==> src/rtl/idma_axis_frame_tagger_pkg.sv <==
// Shared types for the AXI-Stream frame tagger: stream beat layout, the
// tagging FSM states and a keep-byte popcount.
package idma_axis_frame_tagger_pkg;

    localparam int unsigned DataWidth    = 64;
    localparam int unsigned StrbWidth    = DataWidth / 8;
    localparam int unsigned IdWidth      = 4;
    localparam int unsigned DestWidth    = 4;
    localparam int unsigned UserWidth    = 8;
    localparam int unsigned KeepCntWidth = $clog2(StrbWidth + 1);

    typedef struct packed {
        logic [DataWidth-1:0] data;
        logic [StrbWidth-1:0] strb;
        logic [StrbWidth-1:0] keep;
        logic                 last;
        logic [IdWidth-1:0]   id;
        logic [DestWidth-1:0] dest;
        logic [UserWidth-1:0] user;
    } axis_t_chan_t;

    typedef struct packed {
        axis_t_chan_t t;
        logic         tvalid;
    } axis_req_t;

    typedef struct packed {
        logic tready;
    } axis_rsp_t;

    typedef enum logic {
        TAG_IDLE,
        TAG_ACTIVE
    } tag_state_e;

    function automatic logic [KeepCntWidth-1:0] keep_popcount(input logic [StrbWidth-1:0] keep);
        logic [KeepCntWidth-1:0] n;
        n = '0;
        for (int i = 0; i < StrbWidth; i++) begin
            n = n + KeepCntWidth'(keep[i]);
        end
        return n;
    endfunction

endpackage

==> src/rtl/idma_axis_frame_tagger_skid.sv <==
// Two-entry skid buffer: registered output, registered ready, one beat per
// cycle when the consumer keeps up.
module idma_axis_frame_tagger_skid
    import idma_axis_frame_tagger_pkg::*;
(
    input  logic         clk_i,
    input  logic         rst_i,
    input  logic         in_valid_i,
    output logic         in_ready_o,
    input  axis_t_chan_t in_data_i,
    output logic         out_valid_o,
    input  logic         out_ready_i,
    output axis_t_chan_t out_data_o,
    output logic         busy_o
);

    axis_t_chan_t main_reg;
    axis_t_chan_t spare_reg;
    logic         main_valid_reg;
    logic         spare_valid_reg;
    logic         ready_reg;
    logic         in_fire;

    assign in_fire = in_valid_i & ready_reg;

    // The spare slot only fills while the main slot is stalled; ready drops
    // as soon as it holds a beat so nothing is ever overwritten.
    always_ff @(posedge clk_i or posedge rst_i) begin
        if (rst_i) begin
            main_reg        <= '0;
            spare_reg       <= '0;
            main_valid_reg  <= 1'b0;
            spare_valid_reg <= 1'b0;
            ready_reg       <= 1'b0;
        end else if (!main_valid_reg || out_ready_i) begin
            if (spare_valid_reg) begin
                main_reg        <= spare_reg;
                main_valid_reg  <= 1'b1;
                spare_valid_reg <= 1'b0;
            end else begin
                main_valid_reg <= in_fire;
                if (in_fire) begin
                    main_reg <= in_data_i;
                end
            end
            ready_reg <= 1'b1;
        end else if (in_fire) begin
            spare_reg       <= in_data_i;
            spare_valid_reg <= 1'b1;
            ready_reg       <= 1'b0;
        end else begin
            ready_reg <= ~spare_valid_reg;
        end
    end

    assign in_ready_o  = ready_reg;
    assign out_valid_o = main_valid_reg;
    assign out_data_o  = main_reg;
    assign busy_o      = main_valid_reg | spare_valid_reg;

endmodule

==> src/rtl/idma_axis_frame_tagger.sv <==
// Cuts the DMA output stream into frames of a programmable byte length by
// rewriting t.last, and reports frame completion, short frames and overruns.
module idma_axis_frame_tagger
    import idma_axis_frame_tagger_pkg::*;
#(
    parameter int unsigned TFLenWidth = 24,
    parameter int unsigned CntWidth   = 32
) (
    input  logic                  clk_i,
    input  logic                  rst_i,
    input  logic                  enable_i,
    input  logic [TFLenWidth-1:0] frame_len_i,
    input  axis_req_t             axis_in_req_i,
    output axis_rsp_t             axis_in_rsp_o,
    output axis_req_t             axis_out_req_o,
    input  axis_rsp_t             axis_out_rsp_i,
    output logic                  frame_done_o,
    output logic                  short_frame_o,
    output logic                  overrun_o,
    output logic [CntWidth-1:0]   frames_cnt_o,
    output logic                  busy_o
);

    localparam int unsigned SumWidth = TFLenWidth + 1;

    tag_state_e              state_reg;
    logic [TFLenWidth-1:0]   byte_cnt_reg;
    logic [TFLenWidth-1:0]   latched_len_reg;
    logic                    short_frame_reg;
    logic                    overrun_reg;
    logic                    frame_done_reg;
    logic [CntWidth-1:0]     frames_cnt_reg;

    logic                    in_ready;
    logic                    in_fire;
    logic                    out_valid;
    logic                    out_fire;
    logic                    skid_busy;
    axis_t_chan_t            out_beat;
    axis_t_chan_t            tagged_beat;

    logic [KeepCntWidth-1:0] nbytes;
    logic [TFLenWidth-1:0]   eff_len;
    logic [TFLenWidth-1:0]   base_cnt;
    logic [SumWidth-1:0]     sum;
    logic                    bounded;
    logic                    len_hit;
    logic                    out_last;

    assign in_fire  = axis_in_req_i.tvalid & in_ready;
    assign out_fire = out_valid & axis_out_rsp_i.tready;
    assign nbytes   = keep_popcount(axis_in_req_i.t.keep);

    // A beat arriving in IDLE opens a new frame and is judged against the
    // length being latched right now, counting from zero.
    always_comb begin
        eff_len  = (state_reg == TAG_IDLE) ? frame_len_i : latched_len_reg;
        base_cnt = (state_reg == TAG_IDLE) ? '0 : byte_cnt_reg;
        sum      = {1'b0, base_cnt} + SumWidth'(nbytes);
        bounded  = enable_i & (eff_len != '0);
        len_hit  = bounded & (sum >= {1'b0, eff_len});
        out_last = len_hit | axis_in_req_i.t.last;
        tagged_beat      = axis_in_req_i.t;
        tagged_beat.last = out_last;
    end

    always_ff @(posedge clk_i or posedge rst_i) begin
        if (rst_i) begin
            state_reg       <= TAG_IDLE;
            byte_cnt_reg    <= '0;
            latched_len_reg <= '0;
            short_frame_reg <= 1'b0;
            overrun_reg     <= 1'b0;
        end else begin
            short_frame_reg <= 1'b0;
            overrun_reg     <= 1'b0;
            if (in_fire) begin
                if (state_reg == TAG_IDLE) begin
                    latched_len_reg <= frame_len_i;
                end
                if (out_last) begin
                    state_reg    <= TAG_IDLE;
                    byte_cnt_reg <= '0;
                end else begin
                    state_reg    <= TAG_ACTIVE;
                    byte_cnt_reg <= sum[TFLenWidth-1:0];
                end
                overrun_reg     <= len_hit & (sum > {1'b0, eff_len});
                short_frame_reg <= ~len_hit & axis_in_req_i.t.last & bounded;
            end
        end
    end

    always_ff @(posedge clk_i or posedge rst_i) begin
        if (rst_i) begin
            frame_done_reg <= 1'b0;
            frames_cnt_reg <= '0;
        end else begin
            frame_done_reg <= out_fire & out_beat.last;
            if (out_fire && out_beat.last) begin
                frames_cnt_reg <= frames_cnt_reg + CntWidth'(1);
            end
        end
    end

    idma_axis_frame_tagger_skid i_skid (
        .clk_i       (clk_i),
        .rst_i       (rst_i),
        .in_valid_i  (axis_in_req_i.tvalid),
        .in_ready_o  (in_ready),
        .in_data_i   (tagged_beat),
        .out_valid_o (out_valid),
        .out_ready_i (axis_out_rsp_i.tready),
        .out_data_o  (out_beat),
        .busy_o      (skid_busy)
    );

    assign axis_in_rsp_o  = '{tready: in_ready};
    assign axis_out_req_o = '{t: out_beat, tvalid: out_valid};
    assign frame_done_o   = frame_done_reg;
    assign short_frame_o  = short_frame_reg;
    assign overrun_o      = overrun_reg;
    assign frames_cnt_o   = frames_cnt_reg;
    assign busy_o         = (state_reg == TAG_ACTIVE) | skid_busy;

endmodule
==> config.mk <==
export PLATFORM = sky130hd
export DESIGN_NAME = idma_axis_frame_tagger
export DESIGN_NICKNAME = d
export VERILOG_FILES = /design/src/rtl/idma_axis_frame_tagger_pkg.sv /design/src/rtl/idma_axis_frame_tagger_skid.sv /design/src/rtl/idma_axis_frame_tagger.sv
export SDC_FILE = /design/constraint.sdc
export NUM_CORES = 1
export LEC_CHECK = 0
export ABC_AREA = 1
export BUFFER_PORTS_ARGS = -buffer_cell sky130_fd_sc_hd__clkbuf_2
export CORE_ASPECT_RATIO = 0.6
export CORE_UTILIZATION = 50
export DETAILED_ROUTE_END_ITERATION = 7
export PLACE_DENSITY = 0.73
export SYNTH_ARGS = -nofsm -noshare
export SYNTH_HDL_FRONTEND = slang
export SYNTH_SLANG_ARGS = --single-unit
==> constraint.sdc <==
create_clock -name clk_i -period 26.6 [get_ports clk_i]
set_input_delay 2.66 -clock clk_i [delete_from_list [all_inputs] [get_ports clk_i]]
set_output_delay 2.66 -clock clk_i [all_outputs]
set_load 0.01 [all_outputs]
==> flow_summary_export.csv <==
group,metric,value,unit
run_status,status,"finished, final reports clean",
global_routing,grtUsageTotal,26.0,%
cts,cts_setup_buffers,0,
cts,cts_tree,"built",
floorplanning,start_util,51.0,%
floorplanning,die_w,214,um
synth,synth.most_common_cell,"nand2_1",
critical_path,arrival,7800,ps
critical_path,crit_fanout,27,
cts,cts_buffers,27,
synth,synth_area,13500,um2
global_routing,grt_pass1_vias,10600,
synth,synth_flop_cell,"dfrtp_1",
cts,cts_root_buf,"clkbuf_16",
critical_path,critPathKind,"in -> reg",
final_layout,fin_area,15900,um2
floorplanning,chipHeight,129,um
floorplanning,dieArea,27600,um2
cts,cts.sinks,281,
global_routing,grt_pass1_wl,56.9,mm
critical_path,reg2reg_depth,30,
hold_path,hold_path.class,"reg -> reg",
place,gp_congestion,0.926,
hold_path,holdPathStages,2,
routing,viasPerCell,5.22,
routing,drc,0,
final_layout,fin_nets,2024,
synth,ys_async_sr_fraction,100,%
cts,clk_latency,550,ps
timing,rsz0062_at_grt,"false",
place,portBuffers,260,
global_routing,overflow,0,
routing,drt_iter0_drc,1199,
timing,min_period,7350,ps
routing,vias,11700,
final_layout,fill_cells,2347,
timing,tightest_slew,1180,ps
final_layout,multi_input_area,5710,um2
synth,seq_area_frac_synth,52.2,%
final_layout,postLayoutCoreUtil,60.2,%
power_and_ir_drop,vdd_drop_max,0.0568,mV
routing,wirelength,36.2,mm
critical_path,worstSetupStartpointType,"input port",
synth,synth.distinct_cells,36,
global_routing,grt_antenna_before_repair,2,
final_layout,seq_area,7040,um2
synth,synth_top_area_share,52.2,%
critical_path,critPathSlowestCell,"fa_1",
floorplanning,num_io_pins,261,
cts,clkSlewWorstSetupHoldPaths,70,ps
timing,max-slew-margin-rel,21.4,%
cts,cts.hold.buffers_added,0,
final_layout,area_growth,18.0,%
timing,fmax,136,MHz
routing,antenna_left,0,
routing,post_drt_wl_per_cell,16.1,um
timing,finalCritPeriodShare,27.6,%
synth,avgSynthCellArea,8.16,um2
critical_path,cpMostUsedCell,"nand2_1",
timing,setup_violations,0,
power_and_ir_drop,p_leak,8.33,nW
synth,synth_largest_area_cell,"dfrtp_1",
synth,yosys-top-cells-count,"nand2_1 (668), dfrtp_1 (281), nor2_1 (143), a31oi_1 (98), inv_1 (82)",
routing,dr.pass1.iters,7,
timing,maxSlewViolCount,0,
synth,synth.area.top_cells,"dfrtp_1 (52%), nand2_1 (19%), a31oi_1 (4.6%)",
timing,hold_viol,0,
timing,tns,0,ps
critical_path,cp-end-kind,"flop",
flow_run,drv_cap,0,
critical_path,slowest_delay,510,ps
final_layout,drive_above_1_share,18.2,%
synth,syn-instance-count,1650,
global_routing,grt_max_degree,173,
cts,clockBufferDepth,3,
synth,synth-edff-count,0,
power_and_ir_drop,power_density,84.0,nW/um2
floorplanning,rows,46,
floorplanning,core_area,26400,um2
cts,ctsResizeCount,0,
cts,htreeDepth,1,
synth,synth_warnings,0,
synth,yosys_register_bits,281,
place,dp_hpwl,24.1,mm
critical_path,cp.required,27050,ps
synth,synth_nets,1812,
timing,fin_worst_skew,18.9,ps
place,place_area,14900,um2
-- placed cells by master (no fill, tap or decap), types with 7 or more instances in the layout --
cell type | Yosys | layout
a21oi_1 | 8 | 8
buf_4 | 2 | 7
nor3_1 | 11 | 11
inv_2 | 12 | 10
clkbuf_2 | 0 | 260
o21ai_0 | 32 | 32
clkbuf_16 | 0 | 27
xnor2_1 | 17 | 17
nand2_1 | 668 | 667
o21ai_1 | 21 | 21
or2_1 | 16 | 16
nand3_1 | 36 | 36
nand4_1 | 38 | 38
dfrtp_1 | 281 | 280
clkinv_2 | 0 | 8
a31oi_1 | 98 | 98
ha_1 | 31 | 31
inv_1 | 82 | 80
nor4_1 | 7 | 7
nor2_1 | 143 | 142
xor2_1 | 35 | 35
-- report_power, final --
part	internal [W]	switching [W]	leakage (nW)
sequential	0.000535	0.0000647	3.41
combinational	0.000117	0.000202	4.44
clock	0.000246	0.000170	0.472
total	0.000899	0.000436	8.33
-- critical path, delay by kind of cell --
| family | cells | cell delay, ps |
|---|---|---|
| adder cells (fa/ha/maj) | 6 | 2380 |
| buffers and inverters | 4 | 350 |
| AND/OR/NAND/NOR | 18 | 2200 |
| XOR/XNOR | 1 | 210 |
-- routing by layer --
metal | GRT usage [%] | wire [um]
met5 | 0 | 13
met4 | 7.73 | 975
met3 | 6.54 | 3060
met2 | 36.2 | 15100
met1 | 39.6 | 17000
-- layout make-up --
cell class	count	area share, %
Sequential cell	281	44.3
Multi-Input combinational cell	1190	35.9
Clock inverter	15	1.35
Inverter	94	2.31
Antenna cell	1	0.0157
Clock buffer	34	4.67
Tap cell	360	2.83
Timing Repair Buffer	268	8.64
-- metrics by stage --
| step | cells | setup slack [ps] | hold WS [ps] | power [W] |
|---|---|---|---|---|
| 6_report | 2243 | 19250 | 471 | 0.00133 |
| 3_5_place_dp | 2193 | 18770 | 458 | 0.000926 |
| 4_1_cts | 2242 | 19360 | 474 | 0.00135 |
| 3_3_place_gp | 2193 | 18880 | 452 | 0.000911 |
| 5_1_grt | 2243 | 18950 | 486 | 0.00142 |
| 2_1_floorplan | 1650 | 16190 | 442 | 0.000795 |
-- final timing paths --
kind | start | endpoint | slack, ps
setup / recovery | axis_in_req_i[18] | i_skid.out_data_o[16]$_DFFE_PP0P_ | 19250
hold / removal | i_skid.spare_reg[34]$_DFFE_PP0P_ | i_skid.spare_reg[34]$_DFFE_PP0P_ | 470
setup reg to reg | state_reg$_DFFE_PP0P_ | i_skid.out_data_o[16]$_DFFE_PP0P_ | 21060
hold reg to reg | i_skid.spare_reg[34]$_DFFE_PP0P_ | i_skid.spare_reg[34]$_DFFE_PP0P_ | 470
max in group asynchronous | rst_i | i_skid.spare_valid_reg$_DFFE_PP0P_ | 22860
min in group asynchronous | rst_i | i_skid.out_data_o[55]$_DFFE_PP0P_ | 2230
-- cells by family (layout without fill, tap and decap cells) --
family / count (synthesis) / in the layout / share of synthesized area, %
buf+inv: 179 / 411 / 5.46
fa+ha+maj: 36 / 36 / 3.62
other cells: 0 / 1 / 0
flops: 281 / 281 / 52.2
compound gates: 162 / 162 / 6.99
simple gates: 940 / 940 / 28.3
xor+xnor: 52 / 52 / 3.38
Power figures use the tool's default switching activity.
